`src/rtl/dm_scroll_feeder.sv`:
```
// dm_scroll_feeder
//   Frame source for the 8x8 dot-matrix scan driver. Glyphs are queued in a
//   small FIFO and scrolled leftward through the displayed frame one column
//   per step. Steps only happen on the scan driver's end-of-frame pulse, so a
//   displayed frame never tears.
// Ports
//   i_Clk    system clock
//   i_Rst    asynchronous active-high reset
//   i_fDone  end-of-frame pulse from the scan driver (1 cycle)
//   i_Clear  synchronous flush of FIFO, active glyph and frame
//   i_Valid  i_Glyph valid
//   i_Glyph  64-bit glyph; byte k = row k, bit 7 = leftmost column
//   o_Ready  FIFO can accept a glyph (not full)
//   o_Data   displayed frame, same layout as i_Glyph
//   o_Idle   FIFO empty and no glyph active
module dm_scroll_feeder #(
  parameter int unsigned DEPTH     = 4,
  parameter int unsigned STEP_FRMS = 8,
  parameter bit          BLANK     = 1'b1
) (
  input  logic        i_Clk,
  input  logic        i_Rst,
  input  logic        i_fDone,
  input  logic        i_Clear,
  input  logic        i_Valid,
  input  logic [63:0] i_Glyph,
  output logic        o_Ready,
  output logic [63:0] o_Data,
  output logic        o_Idle
);

  localparam int unsigned AW = (DEPTH > 1) ? $clog2(DEPTH) : 1;
  localparam int unsigned DW = (STEP_FRMS > 1) ? $clog2(STEP_FRMS) : 1;
  localparam logic [DW-1:0] DIV_LAST = DW'(STEP_FRMS - 1);

  localparam logic [1:0] ST_IDLE   = 2'd0;
  localparam logic [1:0] ST_LOAD   = 2'd1;
  localparam logic [1:0] ST_SCROLL = 2'd2;

  logic [63:0]   mem [DEPTH];
  logic [AW:0]   wr_ptr;
  logic [AW:0]   rd_ptr;
  logic          fifo_empty;
  logic          fifo_full;

  logic [1:0]    state;
  logic [63:0]   c_next;
  logic [2:0]    c_col;
  logic [DW-1:0] c_div;

  logic          busy;
  logic          step;
  logic          last_col_step;
  logic          push;
  logic          pop;
  logic [63:0]   shifted;
  logic          in_bit;

  // Pointers carry one extra wrap bit so full and empty can be told apart.
  assign fifo_empty = (wr_ptr == rd_ptr);
  assign fifo_full  = (wr_ptr[AW] != rd_ptr[AW]) &&
                      (wr_ptr[AW-1:0] == rd_ptr[AW-1:0]);

  assign busy          = (state == ST_SCROLL);
  assign step          = i_fDone && (c_div == DIV_LAST);
  assign last_col_step = busy && step && (c_col == 3'd7);

  // Full blocks a push even when a pop frees a slot on the same edge.
  assign push = i_Valid && !fifo_full && !i_Clear;
  // Pop either to start scrolling from rest, or to chain the next glyph
  // directly after the last column of the current one (gapless join).
  assign pop  = !fifo_empty && !i_Clear && (!busy || last_col_step);

  assign o_Ready = !fifo_full;
  assign o_Idle  = fifo_empty && !busy;

  // Next frame: every row shifts left by one; the incoming bit is the
  // current column of the active glyph (bit 7-c_col == ~c_col of the row).
  always_comb begin
    shifted = '0;
    in_bit  = BLANK;
    for (int unsigned k = 0; k < 8; k++) begin
      in_bit = busy ? c_next[{3'(k), ~c_col}] : BLANK;
      shifted[8*k +: 8] = {o_Data[8*k +: 7], in_bit};
    end
  end

  always_ff @(posedge i_Clk) begin
    if (push) begin
      mem[wr_ptr[AW-1:0]] <= i_Glyph;
    end
  end

  always_ff @(posedge i_Clk or posedge i_Rst) begin
    if (i_Rst) begin
      wr_ptr <= '0;
      rd_ptr <= '0;
      state  <= ST_IDLE;
      c_next <= '0;
      c_col  <= '0;
      c_div  <= '0;
      o_Data <= {64{BLANK}};
    end else if (i_Clear) begin
      wr_ptr <= '0;
      rd_ptr <= '0;
      state  <= ST_IDLE;
      c_col  <= '0;
      c_div  <= '0;
      o_Data <= {64{BLANK}};
    end else begin
      if (i_fDone) begin
        c_div <= (c_div == DIV_LAST) ? '0 : c_div + 1'b1;
      end

      if (step) begin
        o_Data <= shifted;
      end

      if (push) begin
        wr_ptr <= wr_ptr + 1'b1;
      end

      if (pop) begin
        rd_ptr <= rd_ptr + 1'b1;
        c_next <= mem[rd_ptr[AW-1:0]];
        c_col  <= '0;
      end else if (busy && step) begin
        c_col <= c_col + 1'b1;
      end

      // LOAD mirrors "not busy with data queued"; a push landing on the
      // final-column edge of an empty FIFO must route SCROLL straight to LOAD.
      case (state)
        ST_IDLE: begin
          if (push) state <= ST_LOAD;
        end
        ST_LOAD: begin
          state <= ST_SCROLL;
        end
        ST_SCROLL: begin
          if (last_col_step && fifo_empty) begin
            state <= push ? ST_LOAD : ST_IDLE;
          end
        end
        default: begin
          state <= ST_IDLE;
        end
      endcase
    end
  end

endmodule

```
`config.mk`:
```
export PLATFORM = sky130hd
export DESIGN_NAME = dm_scroll_feeder
export DESIGN_NICKNAME = d
export VERILOG_FILES = /design/src/rtl/dm_scroll_feeder.sv
export SDC_FILE = /design/constraint.sdc
export NUM_CORES = 1
export LEC_CHECK = 0
export ABC_AREA = 1
export ABC_CLOCK_PERIOD_IN_PS = 5070
export CAP_MARGIN = 25
export CORE_ASPECT_RATIO = 1.5
export CORE_UTILIZATION = 27
export CTS_CLUSTER_DIAMETER = 120
export DETAILED_ROUTE_END_ITERATION = 6
export GPL_TIMING_DRIVEN = 1
export HOLD_SLACK_MARGIN = 0.06
export PLACE_DENSITY_LB_ADDON = 0.05
export SKIP_LAST_GASP = 1
export SLEW_MARGIN = 20
export SYNTH_ARGS = -nofsm -noshare
export SYNTH_HDL_FRONTEND = slang
export SYNTH_SLANG_ARGS = --single-unit
export TNS_END_PERCENT = 30
```
`constraint.sdc`:
```
create_clock -name i_Clk -period 5.07 [get_ports i_Clk]
set_clock_uncertainty 0.15 [all_clocks]
set_input_delay 0.507 -clock i_Clk [delete_from_list [all_inputs] [get_ports i_Clk]]
set_output_delay 0.507 -clock i_Clk [all_outputs]
set_load 0.05 [all_outputs]
```
-- After elaboration in Yosys (flattened, before gate mapping)
Memory sizes are Yosys's and may differ from the RTL's. A register that Yosys moved wholly into a read port is not among the register bits.
Index checks and enable logic that the tools add are counted.
- memory bits (read-only): 0
- memories: 1
- bits in latches: 0
- output and inout bits: 66
- bits in registers: 78
- bits in writable memories: 256
- input bits: 69
- bitwise operators: 2
- multipliers: 0
- mux-type cells: 43
- reduce and logical (&&, ||, !) cells: 23
- $lt $le $gt $ge: 8
- shift operators: 0
- div/mod/pow operators: 0
- add/sub/neg operators: 4
- equal/unequal tests: 9
- memory list (memory ; words ; bits a word ; rd ports ; clocked after Yosys merged registers in ; wr ports ; RTL line ; source):
    mem ; 4 ; 64 ; 1 ; 1 ; 1 ; 40 ; logic [63:0] mem [DEPTH];
- operators with widths (operator ; number):
    $mux W64 ; 2
    $mux W3 ; 10
    $lt A6 B7 Y1 const B ; 4
    $bmux W1 S3 ; 8
    $mux W1 ; 19
    $lt A5 B7 Y1 const B ; 2
    $add A3 B1 Y3 const B ; 4
    $logic_and A1 B1 Y1 ; 10
    $reduce_bool A2 Y1 ; 4
    $lt A3 B7 Y1 const B ; 1
    $lt A4 B7 Y1 const B ; 1
    $eq A3 B3 Y1 const B ; 2
    $mux W2 ; 3
    $pmux W2 S3 ; 1
    $logic_not A1 Y1 ; 4
    $reduce_and A2 Y1 ; 2
    $eq A3 B3 Y1 ; 1
    $ne A3 B2 Y1 const B ; 1
    $ne A3 B3 Y1 const B ; 1
    $not A3 Y3 ; 1
    $reduce_bool A3 Y1 ; 1
    $eq A2 B1 Y1 const B ; 1
    $eq A2 B2 Y1 ; 1
    $eq A2 B2 Y1 const B ; 1
    other kinds (4) ; 4

-- Depth between registers and ports, before layout
- depth in word-level cells: 9
- depth in mapped cells: 11
- mapped depth without buffers: 10

-- Worst setup path before layout
OpenSTA, ideal clock, no wires.
- path kind: flip-flop to flip-flop
- start: register rd_ptr[0]
- end: memory mem[0][0] (enable)
- slack: 0.316 ns
- setup time: 0.487 ns
- data required time: 4.433 ns
- cell stages (with the launch flop): 6
- period minus slack after synthesis: 4.754 ns
- arrival time: 4.118 ns
- buffers on the path: 1
- path through: dfrtp_1 > buf_2 > xnor2_2 > nand3_1 > nand3_1 > nor2_1
- cells in the longest elaborated chain, start to end: 7
- RTL lines (item ; RTL line ; source):
    from (decl) ; 42 ; logic [AW:0] rd_ptr;
    from (signal assigned) ; 124 ; rd_ptr <= rd_ptr + 1'b1;
    $eq A2 B2 Y1 ; 62 ; (wr_ptr[AW-1:0] == rd_ptr[AW-1:0]);
    $logic_and A1 B1 Y1 ; 61 ; assign fifo_full = (wr_ptr[AW] != rd_ptr[AW]) &&
    $logic_not A1 Y1 ; - ;
    named net o_Ready ; 27 ; output logic o_Ready,
    $logic_and A1 B1 Y1 (2 in a row) ; 69 ; assign push = i_Valid && !fifo_full && !i_Clear;
    $mux W1 ; 89 ; if (push) begin
    $mux W1 (not written as such) ; 90 ; mem[wr_ptr[AW-1:0]] <= i_Glyph;
    to (decl) ; 40 ;
The timed path passes the listed nets, and every way through them passes these cells.

-- Worst setup path in the final report
- start: register rd_ptr[1]
- end: output o_Ready
- cells in the longest elaborated chain, start to end: 3
- RTL lines (item ; RTL line ; source):
    $eq A2 B2 Y1 ; 62 ;
    $logic_and A1 B1 Y1 ; 61 ;
    $logic_not A1 Y1 ; 74 ; assign o_Ready = !fifo_full;
    to (decl) ; 27 ;
No other way between the ends.

==> reports/metrics.yaml <==
status: "finished clean"
cts_sinks: 398
r2r-start: "rd_ptr[1]"
clkTransAtPathRegs_ns: 0.06
rsz0062_at_grt: "false"
synth_warnings: 0
placed_area_sq_mm: 0.0183
ant_nets: 0
r2r_slack_ns: 1.97
ctsLongestPathBuffers: 3
cts_root_buf: "clkbuf_16"
fp-row-count: 109
min_period_ns: 3.55
dr_wl_met3_mm: 1.66
cts_tree: "built"
synth_area_leaders: "edfxtp_1, dfrtp_1, dfstp_2"
synth-seq-area-share_pct: 70.2
cts_hold_buf: 0
avgSynthCellArea_sq_um: 10.9
crit_fanout: 66
worstSetupEndpointType: "output pin"
track_usage_pct: 15.2
die_area_sq_mm: 0.0608
path_cells: "buf_4 > nand2_1 > nand2_1 > nand3_1 > clkdlybuf4s50_1"
gp_congestion: 0.691
final_hold_viol_count: 0
holdPathStages: 2
postCtsSetupBuffers: 0
design.core.area_sq_mm: 0.0591
synth_top_area_share_pct: 47.6
grt_pass1_vias: 11270
synth_largest_area_cell: "edfxtp_1"
routed-via-count: 11007
route.detailed.drc: 0
critical_path.top_delay_family: "buffers and inverters"
hold_class: "flop to flop"
final_area_sq_mm: 0.0199
holdPathEnd: "o_Data[47]"
fmax_ghz: 0.282
syn-cell-area_sq_mm: 0.0161
max-vdd-ir-drop_mv: 0.272
drt_iter0_drc: 443
worst_pin_slew_ns: 0.919
port_buffers: 134
hold_start: "o_Data[47]"
path_buf_inv: 2
reg2reg_depth: 7
slowest_delay_ns: 0.80
critPathKind: "flop to output pin"
stdcell_count: 2408
layout-drive-gt1-share_pct: 11.5
synth-seq-cells: 398
antenna_found_initial: 2
grt_pass1_wl_mm: 70.3
die_w_um: 202
drv_slew: 0
drt-total-wl_mm: 45.4
clk_latency_ns: 0.56
grt_max_degree: 72
globalRouteOverflowTotal: 0
setup_viol: 0
cts_made_buffers: 43
die_y_um: 301
ctsHtreeMaxLevel: 2
drt-wirelength-per-cell_um: 18.9
yosysUniqueCellTypes: 31
powerDensity_mw_per_mm2: 484
pin_count: 135
area_growth_pct: 23.1
cts_resized: 0
worstPathArrival_ns: 2.89
leakage_nw: 7.55
wl_met1_mm: 19.1
cp-start-kind: "flop"
placed_cells: 2329
highest_layer: "met5"
met2WireLength_mm: 23.8
vias_per_cell: 4.57
setup_tns_ns: 0
firstDrtPassIters: 5
cp.required_ns: 4.41
finalCritPeriodShare_pct: 69.9
n_antenna_cell: 0
start_util_pct: 27.3
crit_top_cell: "nand2_1"
maxCapViolCount: 0
synth_cells: 1482
relSlewSlack_pct: 38.7
fin_nets: 1675
cpMaxStageDelayCell: "clkdlybuf4s50_1"
synth_nets: 1560
place_hpwl_mm: 25.7
r2r_end: "mem[0][31]"
registers in the layout, indices dropped and copies added (netlist names):
register / cells
c_div: 3
mem: 256
wr_ptr: 3
o_Data: 64
c_next: 64
c_col: 3
state: 2
rd_ptr: 3
tightest hold or removal path, delay by kind of cell, from the launching register on:
family	cells	cell delay, ns
DFF	1	0.37
and+or+nand+nor	2	0.09
kinds of logic (layout without fill, tap and decap cells):
family | Yosys count | after routing | synth area share, %
simple gates | 707 | 707 | 18.0
xor+xnor | 5 | 5 | 0.318
fa+ha+maj | 9 | 9 | 0.698
buf+inv | 129 | 278 | 3.50
compound gates | 234 | 234 | 7.30
flops | 398 | 398 | 70.2
cell usage after synthesis, drive strengths merged:
master  number
nand2      310
edfxtp     256
o21ai      231
nor2       216
nand3      167
dfrtp       78
dfstp       64
clkbuf      48
buf         46
inv         33
ha           9
or2          9
nand4        4
xor2         3
clkinv       2
xnor2        2
a21oi        1
a31oi        1
nor3         1
o211ai       1
stage by stage:
stage / total power, mW / utilization, % / setup WS (ns) / hold WS, ns
floorplan: 5.63 / - / 0.316 / 0.299
global placement: 6.40 / 31.1 / 1.74 / 0.304
detailed placement: 6.41 / 31.1 / 1.72 / 0.305
CTS: 9.83 / 33.6 / 1.46 / 0.314
global route: 10.2 / 33.6 / 1.33 / 0.339
finish: 9.61 / 33.6 / 1.52 / 0.310
worst max-delay path by stage:
stage                          from          to  slack [ns]  cells past startpoint
after floorplan           rd_ptr[0]   mem[0][0]        0.32                      5
after global placement      i_Clear  mem[0][14]        1.74                      6
after detailed placement    i_Clear  mem[0][14]        1.72                      6
after CTS                 rd_ptr[1]     o_Ready        1.46                      5
after global routing      rd_ptr[1]     o_Ready        1.33                      5
final                     rd_ptr[1]     o_Ready        1.52                      5
report_power, final:
part	internal [mW]	leakage (nW)	switching, mW
logic	0.683	2.84	1.55
registers	3.83	3.98	0.204
clock network	2.02	0.742	1.32
total	6.54	7.55	3.07
area by class of cell:
class | count | area (sq um)
Clock buffer | 63 | 1290
Sequential cell | 398 | 11300
Timing Repair Buffer | 164 | 1630
Multi-Input combinational cell | 955 | 4280
Inverter | 35 | 138
Tap cell | 777 | 972
Fill cell | 5918 | 39200
Clock inverter | 16 | 226
per-layer routing:
layer	vias up	track usage [%]
li1	5303	-
met1	5416	18.1
met2	227	28.2
met3	57	2.32
met4	4	3.95
met5	-	0
cell usage in the layout (no fill, tap or decap), drive strengths merged:
cell type,n
ha,9
nand2,310
nand4,4
inv,32
dfstp,64
edfxtp,256
clkinvlp,1
nand3,167
a21oi,1
xor2,3
bufinv,5
clkdlybuf4s50,134
buf,30
dfrtp,78
nor3,1
o21ai,231
o211ai,1
or2,9
clkinv,13
a31oi,1
nor2,216
clkbuf,63
xnor2,2
Note: power is estimated with default switching activity, not from simulation.
